--- src/rtl/tag_array_ctrl_if.sv ---
// Request/response bundle between the cache pipeline and the tag array controller.
// The master is the pipeline (issues requests, consumes lookup results); the
// slave is the controller.
interface tag_array_ctrl_if #(
    parameter int SET_BITS = 6,
    parameter int TAG_BITS = 20
);
    logic                req_valid;
    logic                req_ready;
    logic [1:0]          req_op;
    logic [SET_BITS-1:0] req_set;
    logic [TAG_BITS-1:0] req_tag;
    logic                resp_valid;
    logic                resp_ready;
    logic                resp_hit;
    logic [TAG_BITS-1:0] resp_tag;

    modport master (
        output req_valid, req_op, req_set, req_tag, resp_ready,
        input  req_ready, resp_valid, resp_hit, resp_tag
    );

    modport slave (
        input  req_valid, req_op, req_set, req_tag, resp_ready,
        output req_ready, resp_valid, resp_hit, resp_tag
    );
endinterface

--- src/rtl/tag_array_ctrl.sv ---
// Owner of the single port of the cache tag SRAM. Serialises lookup, fill and
// invalidate requests onto the port, compares returned entries against the
// requested tag, and clears the whole array after reset or on flush.
//
// state | meaning
// INIT  | sweeping sets 0..DEPTH-1, writing zero to each
// IDLE  | accepting requests; fills/invalidates complete here in one cycle
// READ  | lookup issued last edge, SRAM data returns this cycle
// RESP  | lookup result held until the consumer takes it
module tag_array_ctrl #(
    parameter int SET_BITS = 6,
    parameter int TAG_BITS = 20
) (
    input  logic                clk,
    input  logic                rst,
    tag_array_ctrl_if.slave     bus,
    input  logic                flush,
    output logic                busy_init,
    output logic                sram_csb,
    output logic                sram_web,
    output logic [SET_BITS-1:0] sram_addr,
    output logic [TAG_BITS:0]   sram_din,
    input  logic [TAG_BITS:0]   sram_dout
);
    localparam logic [1:0] OP_FILL  = 2'b01;
    localparam logic [1:0] OP_INVAL = 2'b10;

    typedef enum logic [1:0] {INIT, IDLE, READ, RESP} state_t;

    state_t              state, state_next;
    logic [SET_BITS-1:0] cnt;
    logic [TAG_BITS-1:0] lat_tag;
    logic                hit_q;
    logic [TAG_BITS-1:0] tag_q;
    logic                accept;
    logic                is_write;

    assign accept   = (state == IDLE) && !flush && bus.req_valid;
    assign is_write = (bus.req_op == OP_FILL) || (bus.req_op == OP_INVAL);

    assign bus.resp_valid = (state == RESP);
    assign bus.resp_hit   = hit_q;
    assign bus.resp_tag   = tag_q;

    // State register, sweep counter, latched lookup tag and registered result.
    always_ff @(posedge clk) begin
        if (rst) begin
            state   <= INIT;
            cnt     <= '0;
            lat_tag <= '0;
            hit_q   <= 1'b0;
            tag_q   <= '0;
        end else begin
            state <= state_next;
            // Counter only runs in INIT, so it is already zero on entry from flush.
            if (state == INIT) cnt <= cnt + 1'b1;
            else               cnt <= '0;
            if (accept && !is_write) lat_tag <= bus.req_tag;
            if (state == READ) begin
                hit_q <= sram_dout[TAG_BITS] && (sram_dout[TAG_BITS-1:0] == lat_tag);
                tag_q <= sram_dout[TAG_BITS-1:0];
            end
        end
    end

    // Next state, handshake and SRAM port drive.
    always_comb begin
        state_next    = state;
        busy_init     = 1'b0;
        bus.req_ready = 1'b0;
        sram_csb      = 1'b1;
        sram_web      = 1'b1;
        sram_addr     = bus.req_set;
        sram_din      = '0;
        case (state)
            INIT: begin
                busy_init = 1'b1;
                sram_csb  = 1'b0;
                sram_web  = 1'b0;
                sram_addr = cnt;
                if (cnt == {SET_BITS{1'b1}}) state_next = IDLE;
            end
            IDLE: begin
                bus.req_ready = !flush;
                if (flush) begin
                    state_next = INIT;
                end else if (bus.req_valid) begin
                    sram_csb = 1'b0;
                    if (bus.req_op == OP_FILL) begin
                        sram_web = 1'b0;
                        sram_din = {1'b1, bus.req_tag};
                    end else if (bus.req_op == OP_INVAL) begin
                        sram_web = 1'b0;
                    end else begin
                        state_next = READ;
                    end
                end
            end
            READ: state_next = RESP;
            RESP: if (bus.resp_ready) state_next = IDLE;
            default: state_next = INIT;
        endcase
        // The SRAM must stay deselected while reset is held, whatever the state.
        if (rst) begin
            sram_csb      = 1'b1;
            sram_web      = 1'b1;
            bus.req_ready = 1'b0;
            busy_init     = 1'b1;
        end
    end
endmodule
--- src/flat_wrapper.sv ---
// flat-port wrapper written by rule: the top's interface ports become plain ports
module tag_array_ctrl_flat 
#(
    parameter int SET_BITS = 6,
    parameter int TAG_BITS = 20
)
  (clk, rst, flush, busy_init, sram_csb, sram_web, sram_addr, sram_din, sram_dout, bus_req_valid, bus_req_op, bus_req_set, bus_req_tag, bus_resp_ready, bus_req_ready, bus_resp_valid, bus_resp_hit, bus_resp_tag);
  tag_array_ctrl_if #(.SET_BITS(SET_BITS), .TAG_BITS(TAG_BITS)) bus_i ();
  input  logic clk;
  input  logic rst;
  input  logic flush;
  output logic busy_init;
  output logic sram_csb;
  output logic sram_web;
  output logic [SET_BITS-1:0] sram_addr;
  output logic [TAG_BITS:0] sram_din;
  input  logic [TAG_BITS:0] sram_dout;
  input wire logic [$bits(bus_i.req_valid)-1:0] bus_req_valid;
  input wire logic [$bits(bus_i.req_op)-1:0] bus_req_op;
  input wire logic [$bits(bus_i.req_set)-1:0] bus_req_set;
  input wire logic [$bits(bus_i.req_tag)-1:0] bus_req_tag;
  input wire logic [$bits(bus_i.resp_ready)-1:0] bus_resp_ready;
  output wire logic [$bits(bus_i.req_ready)-1:0] bus_req_ready;
  output wire logic [$bits(bus_i.resp_valid)-1:0] bus_resp_valid;
  output wire logic [$bits(bus_i.resp_hit)-1:0] bus_resp_hit;
  output wire logic [$bits(bus_i.resp_tag)-1:0] bus_resp_tag;
  assign bus_i.req_valid = bus_req_valid;
  assign bus_i.req_op = bus_req_op;
  assign bus_i.req_set = bus_req_set;
  assign bus_i.req_tag = bus_req_tag;
  assign bus_i.resp_ready = bus_resp_ready;
  assign bus_req_ready = bus_i.req_ready;
  assign bus_resp_valid = bus_i.resp_valid;
  assign bus_resp_hit = bus_i.resp_hit;
  assign bus_resp_tag = bus_i.resp_tag;
  tag_array_ctrl #(.SET_BITS(SET_BITS), .TAG_BITS(TAG_BITS)) u_core (.clk(clk), .rst(rst), .bus(bus_i), .flush(flush), .busy_init(busy_init), .sram_csb(sram_csb), .sram_web(sram_web), .sram_addr(sram_addr), .sram_din(sram_din), .sram_dout(sram_dout));
endmodule
--- config.mk ---
export PLATFORM = sky130hd
export DESIGN_NAME = tag_array_ctrl_flat
export DESIGN_NICKNAME = d
export VERILOG_FILES = /design/src/rtl/tag_array_ctrl_if.sv /design/src/rtl/tag_array_ctrl.sv /design/src/flat_wrapper.sv
export SDC_FILE = /design/constraint.sdc
export NUM_CORES = 1
export LEC_CHECK = 0
export CORE_MARGIN = 4
export CORE_UTILIZATION = 41
export CTS_BUF_LIST = sky130_fd_sc_hd__clkbuf_16
export DETAILED_ROUTE_END_ITERATION = 12
export PLACE_DENSITY = 0.8
export REMOVE_ABC_BUFFERS = 1
export SLEW_MARGIN = 25
export SYNTH_ARGS = -nofsm -noshare
export SYNTH_HDL_FRONTEND = slang
export SYNTH_SLANG_ARGS = --single-unit
export TNS_END_PERCENT = 100
--- constraint.sdc ---
create_clock -name clk -period 2 [get_ports clk]
set_clock_uncertainty 0.2 [all_clocks]
set_input_delay 0.4 -clock clk [delete_from_list [all_inputs] [get_ports clk]]
set_output_delay 0.4 -clock clk [all_outputs]
set_load 0.01 [all_outputs]
==> results.md, run 1 <==
* Worst-Skew Late Latency at 0.29 ns
* CP most frequent cell: buf_6
* CP max-delay cell: dfxtp_2
* Number of synthesized register bits at 49
* Fraction of power consumed by sequential logic at 0.409
* RSZ-0062 raised after global routing: true
* CP max FO at 5
* Most frequent cells in the layout: clkdlybuf4s50_1, dfxtp_1, nand2_1, buf_6, buf_4
* Global-route wire length before repair at roughly 13000 um
* Critical path data arrival time at 1.75 ns
* Ys flop type: dfxtp_1
* Setup crit end kind: output port
* Pre-antenna DRT Iters at 4
* Post-DRT Antenna Nets at 0
* Cells on worst reg2reg path at 10
* Sequential fraction of the synthesis area at 0.420
* Hold EP: u_core.state[1]
* Vias in the first global route at 2584
* Post-synthesis mux area share at 0.115
* IO Pins at 107
* Post-synth EDFFs at 0
* Top delay family on crit path: simple AND/OR/NAND/NOR gates
* Die Wd at 83.4 um
* Initial Util at 0.424
* PnR worst setup slack at -0.350 ns
* Drt total wl at about 9400 um
* Filler cells at about 330
* Min-delay worst type: input port to flip-flop
* Xor and xnor area share after synthesis at 0.0863
* Ys Warns at 0
* Core area at about 5500 um^2
* Root buf cell: clkbuf_16
* Worst hold stages at 2
* Synth Area in Simple Gates at 0.219
* Layout cells sized above 1 at 0.353
* Vias at 2615
* Drt wl/cell at 18.9 um
* Least-Margin Pin Slew at 0.301 ns
* GRT Residual Overflow at 0
* Post-CTS Hold Buffers at 0
* Overall Global Routing Usage at 0.228
* Fin. Hold Viols at 0
* Crit-path max cell delay at 0.36 ns
* Max clock buf depth at 2
* Max_cap viols at 0
* Die area at 6960 um^2
* CTS tree: built
* Final worst path period share at 1.18
* FF-to-FF setup slack at -0.05 ns
* Min Tclk post-route at 2.35 ns
* R2R Path Start: u_core.state[1]
* PD cells at ~570 nW/um^2
* Logic pwr share at 0.211
* Synth Area in Adders at 0.0429
* Area growth, synth to finish at 84.9%
* Commonest non-fill, non-tap cell in the layout: clkdlybuf4s50_1
* Hold wc startpoint: rst
* Final RePlAce weighted congestion at a little under 0.8
* CP cell instances: inv_4, ha_4, and2b_2, and3_4, buf_6, and2_4, buf_6
* H-tree lvl count at 2
* Nets at 486
* Avg Inst Size Synth at between 8 and 9 um^2
* # rows at 27
* Element type at the critical path start: flip-flop
* Hold WS at 0.229 ns
* N_diodes at 0
* TNS Setup at -7.03 ns
* Largest net degree at the start of global routing at 27
* R2r endpoint: u_core.lat_tag[6]
* Netlist cell types at 33
* Int Power at 1.88 mW
* Worst VDD drop at ~0.00052 V
* Post-synth ARST share at 0
* Post-Synthesis Cells at 268
* Slew HR at 0.798
* Cts bufs inserted at 5
* Hpwl dp at 4990 um
* Fmax at 426 MHz
* Failing checks: negative setup slack
* Switching share of power at 0.238
* DRT iter0 DRCs at 193
* Sink Count at 49
* Status: finished with violations
* Buffers added on ports at 106
* P_sw at 590 uW
* Req. time, crit path at 1.40 ns
* Remaining DRCs at 0
* Syn Std Cell Area at about 2300 um^2
* Clock transition at path regs at 0.06 ns
* Buffers and inverters on the worst path at 3
* CP Class: flip-flop to output port
* Pleak at 1.76 nW
* Main combinational cell family by area after synthesis: simple AND/OR/NAND/NOR gates
* Clock power frac at 0.380
* Complex-gate fraction of the synthesized area at 0.0804
* Endpoints failing setup at 37
* Vias per inst at 5.26
* Initial antenna violation count at 0
* Die Ht at around 83 um
* Max Slew Vio Count at 0
-- metal layers --
metal	global-route usage	vias up	routed length (um)
li1	-	1208	-
met5	0	-	0
met1	0.254	1247	3600
met4	0.0789	0	308
met3	0.0595	27	708
met2	0.415	133	4790
-- kinds of logic (layout without fill, tap and decap cells) --
family                   Yosys count  after routing
AO/OA/AOI/OAI                     32             32
XOR/XNOR                          23             23
adder cells (fa/ha/maj)            8              8
buffers and inverters             21            172
flip-flops                        49             49
multiplexers                      26             26
AND/OR/NAND/NOR                  109            115
-- through the flow --
stage / power [mW] / worst slack [ns] / instance area, um^2 / util / instances
after CTS: 2.41 / -0.293 / 4050 / 0.735 / 487
after global routing: 2.55 / -0.389 / 4310 / 0.783 / 497
final: 2.47 / -0.350 / 4310 / 0.783 / 497
after detailed placement: 1.42 / -0.805 / 3670 / 0.666 / 464
after global placement: 1.41 / -0.754 / 3670 / 0.666 / 464
after floorplan: 1.15 / -0.0955 / 2270 / - / 253
-- final cells by class --
type	instances	area, um^2	area share
clock buffer	5	125	0.0290
clock inverter	3	37.5	0.00870
inverter	6	27.5	0.00638
multi-input combinational	204	1530	0.354
sequential	49	986	0.229
tap	72	90.1	0.0209
timing repair buffer	158	1520	0.352
-- cells in the mapped netlist (all sizes together), types with 2 or more instances --
cell type | number | area, um^2
o21ai | 2 | 13.8
nand3 | 3 | 15.0
nor2b | 2 | 12.5
nand2b | 2 | 12.5
clkbuf | 11 | 41.3
xnor2 | 5 | 43.8
ha | 8 | 100
buf | 4 | 20.0
mux2 | 6 | 67.6
xor2 | 18 | 158
a21oi | 24 | 124
dfxtp | 49 | 981
mux2i | 20 | 200
nor4 | 3 | 18.8
a21o | 3 | 23.8
inv | 6 | 22.5
nand4 | 2 | 12.5
nor2 | 25 | 93.8
and3 | 2 | 15.0
nand2 | 44 | 165
and2 | 20 | 125
-- power by group through the flow --
stage	Clock (mW)	Combinational [mW]	Sequential, mW
6_report	0.940	0.522	1.01
5_1_grt	0.984	0.553	1.01
4_1_cts	0.936	0.468	1.01
3_5_place_dp	0	0.390	1.03
3_3_place_gp	0	0.382	1.03
2_1_floorplan	0	0.126	1.03
-- repair_timing --
item | CTS | global route
buffers inserted | 12 | 5
gates resized for setup | 190 | 51
endpoints found under the setup margin | 53 | 52
cloned | 3 | 5
pin swaps | 21 | 17
-- worst max path at each step --
stage | start | to | cells past startpoint
2_1_floorplan | u_core.state[0] | u_core.bus.resp_hit | 5
3_3_place_gp | bus_req_op[0] | sram_din[6] | 5
3_5_place_dp | bus_req_op[0] | sram_din[15] | 5
4_1_cts | u_core.state[1] | sram_din[15] | 7
5_1_grt | u_core.state[1] | sram_din[15] | 7
6_report | u_core.state[1] | sram_din[15] | 7
-- registers in the layout, indices dropped and copies added, names as in the netlist --
name and flops:
u_core.bus.resp_hit 1, u_core.state 2, u_core.cnt 6, u_core.lat_tag 20, u_core.bus.resp_tag 20
-- worst reg2reg max path, delay by kind of cell (launching register included) --
kind,cells,cell delay (ns)
AOI/OAI and AO/OA,1,0.22
adders and majority gates,1,0.16
buffers and inverters,5,0.58
DFF,1,0.36
and+or+nand+nor,3,0.44
No activity file was read; power rests on OpenSTA's default activity.
==> run 2, diff against run 1 <==
GPL_ROUTABILITY_DRIVEN = 0   (was not set)
==> results of run 2 <==
The final DEF is identical to that of run 1; final timing and power are the same.
==> run 3, diff against run 2 <==
SLEW_MARGIN = 20   (was 25)
==> results of run 3 <==
The final DEF is identical to that of run 1; final timing and power are the same.
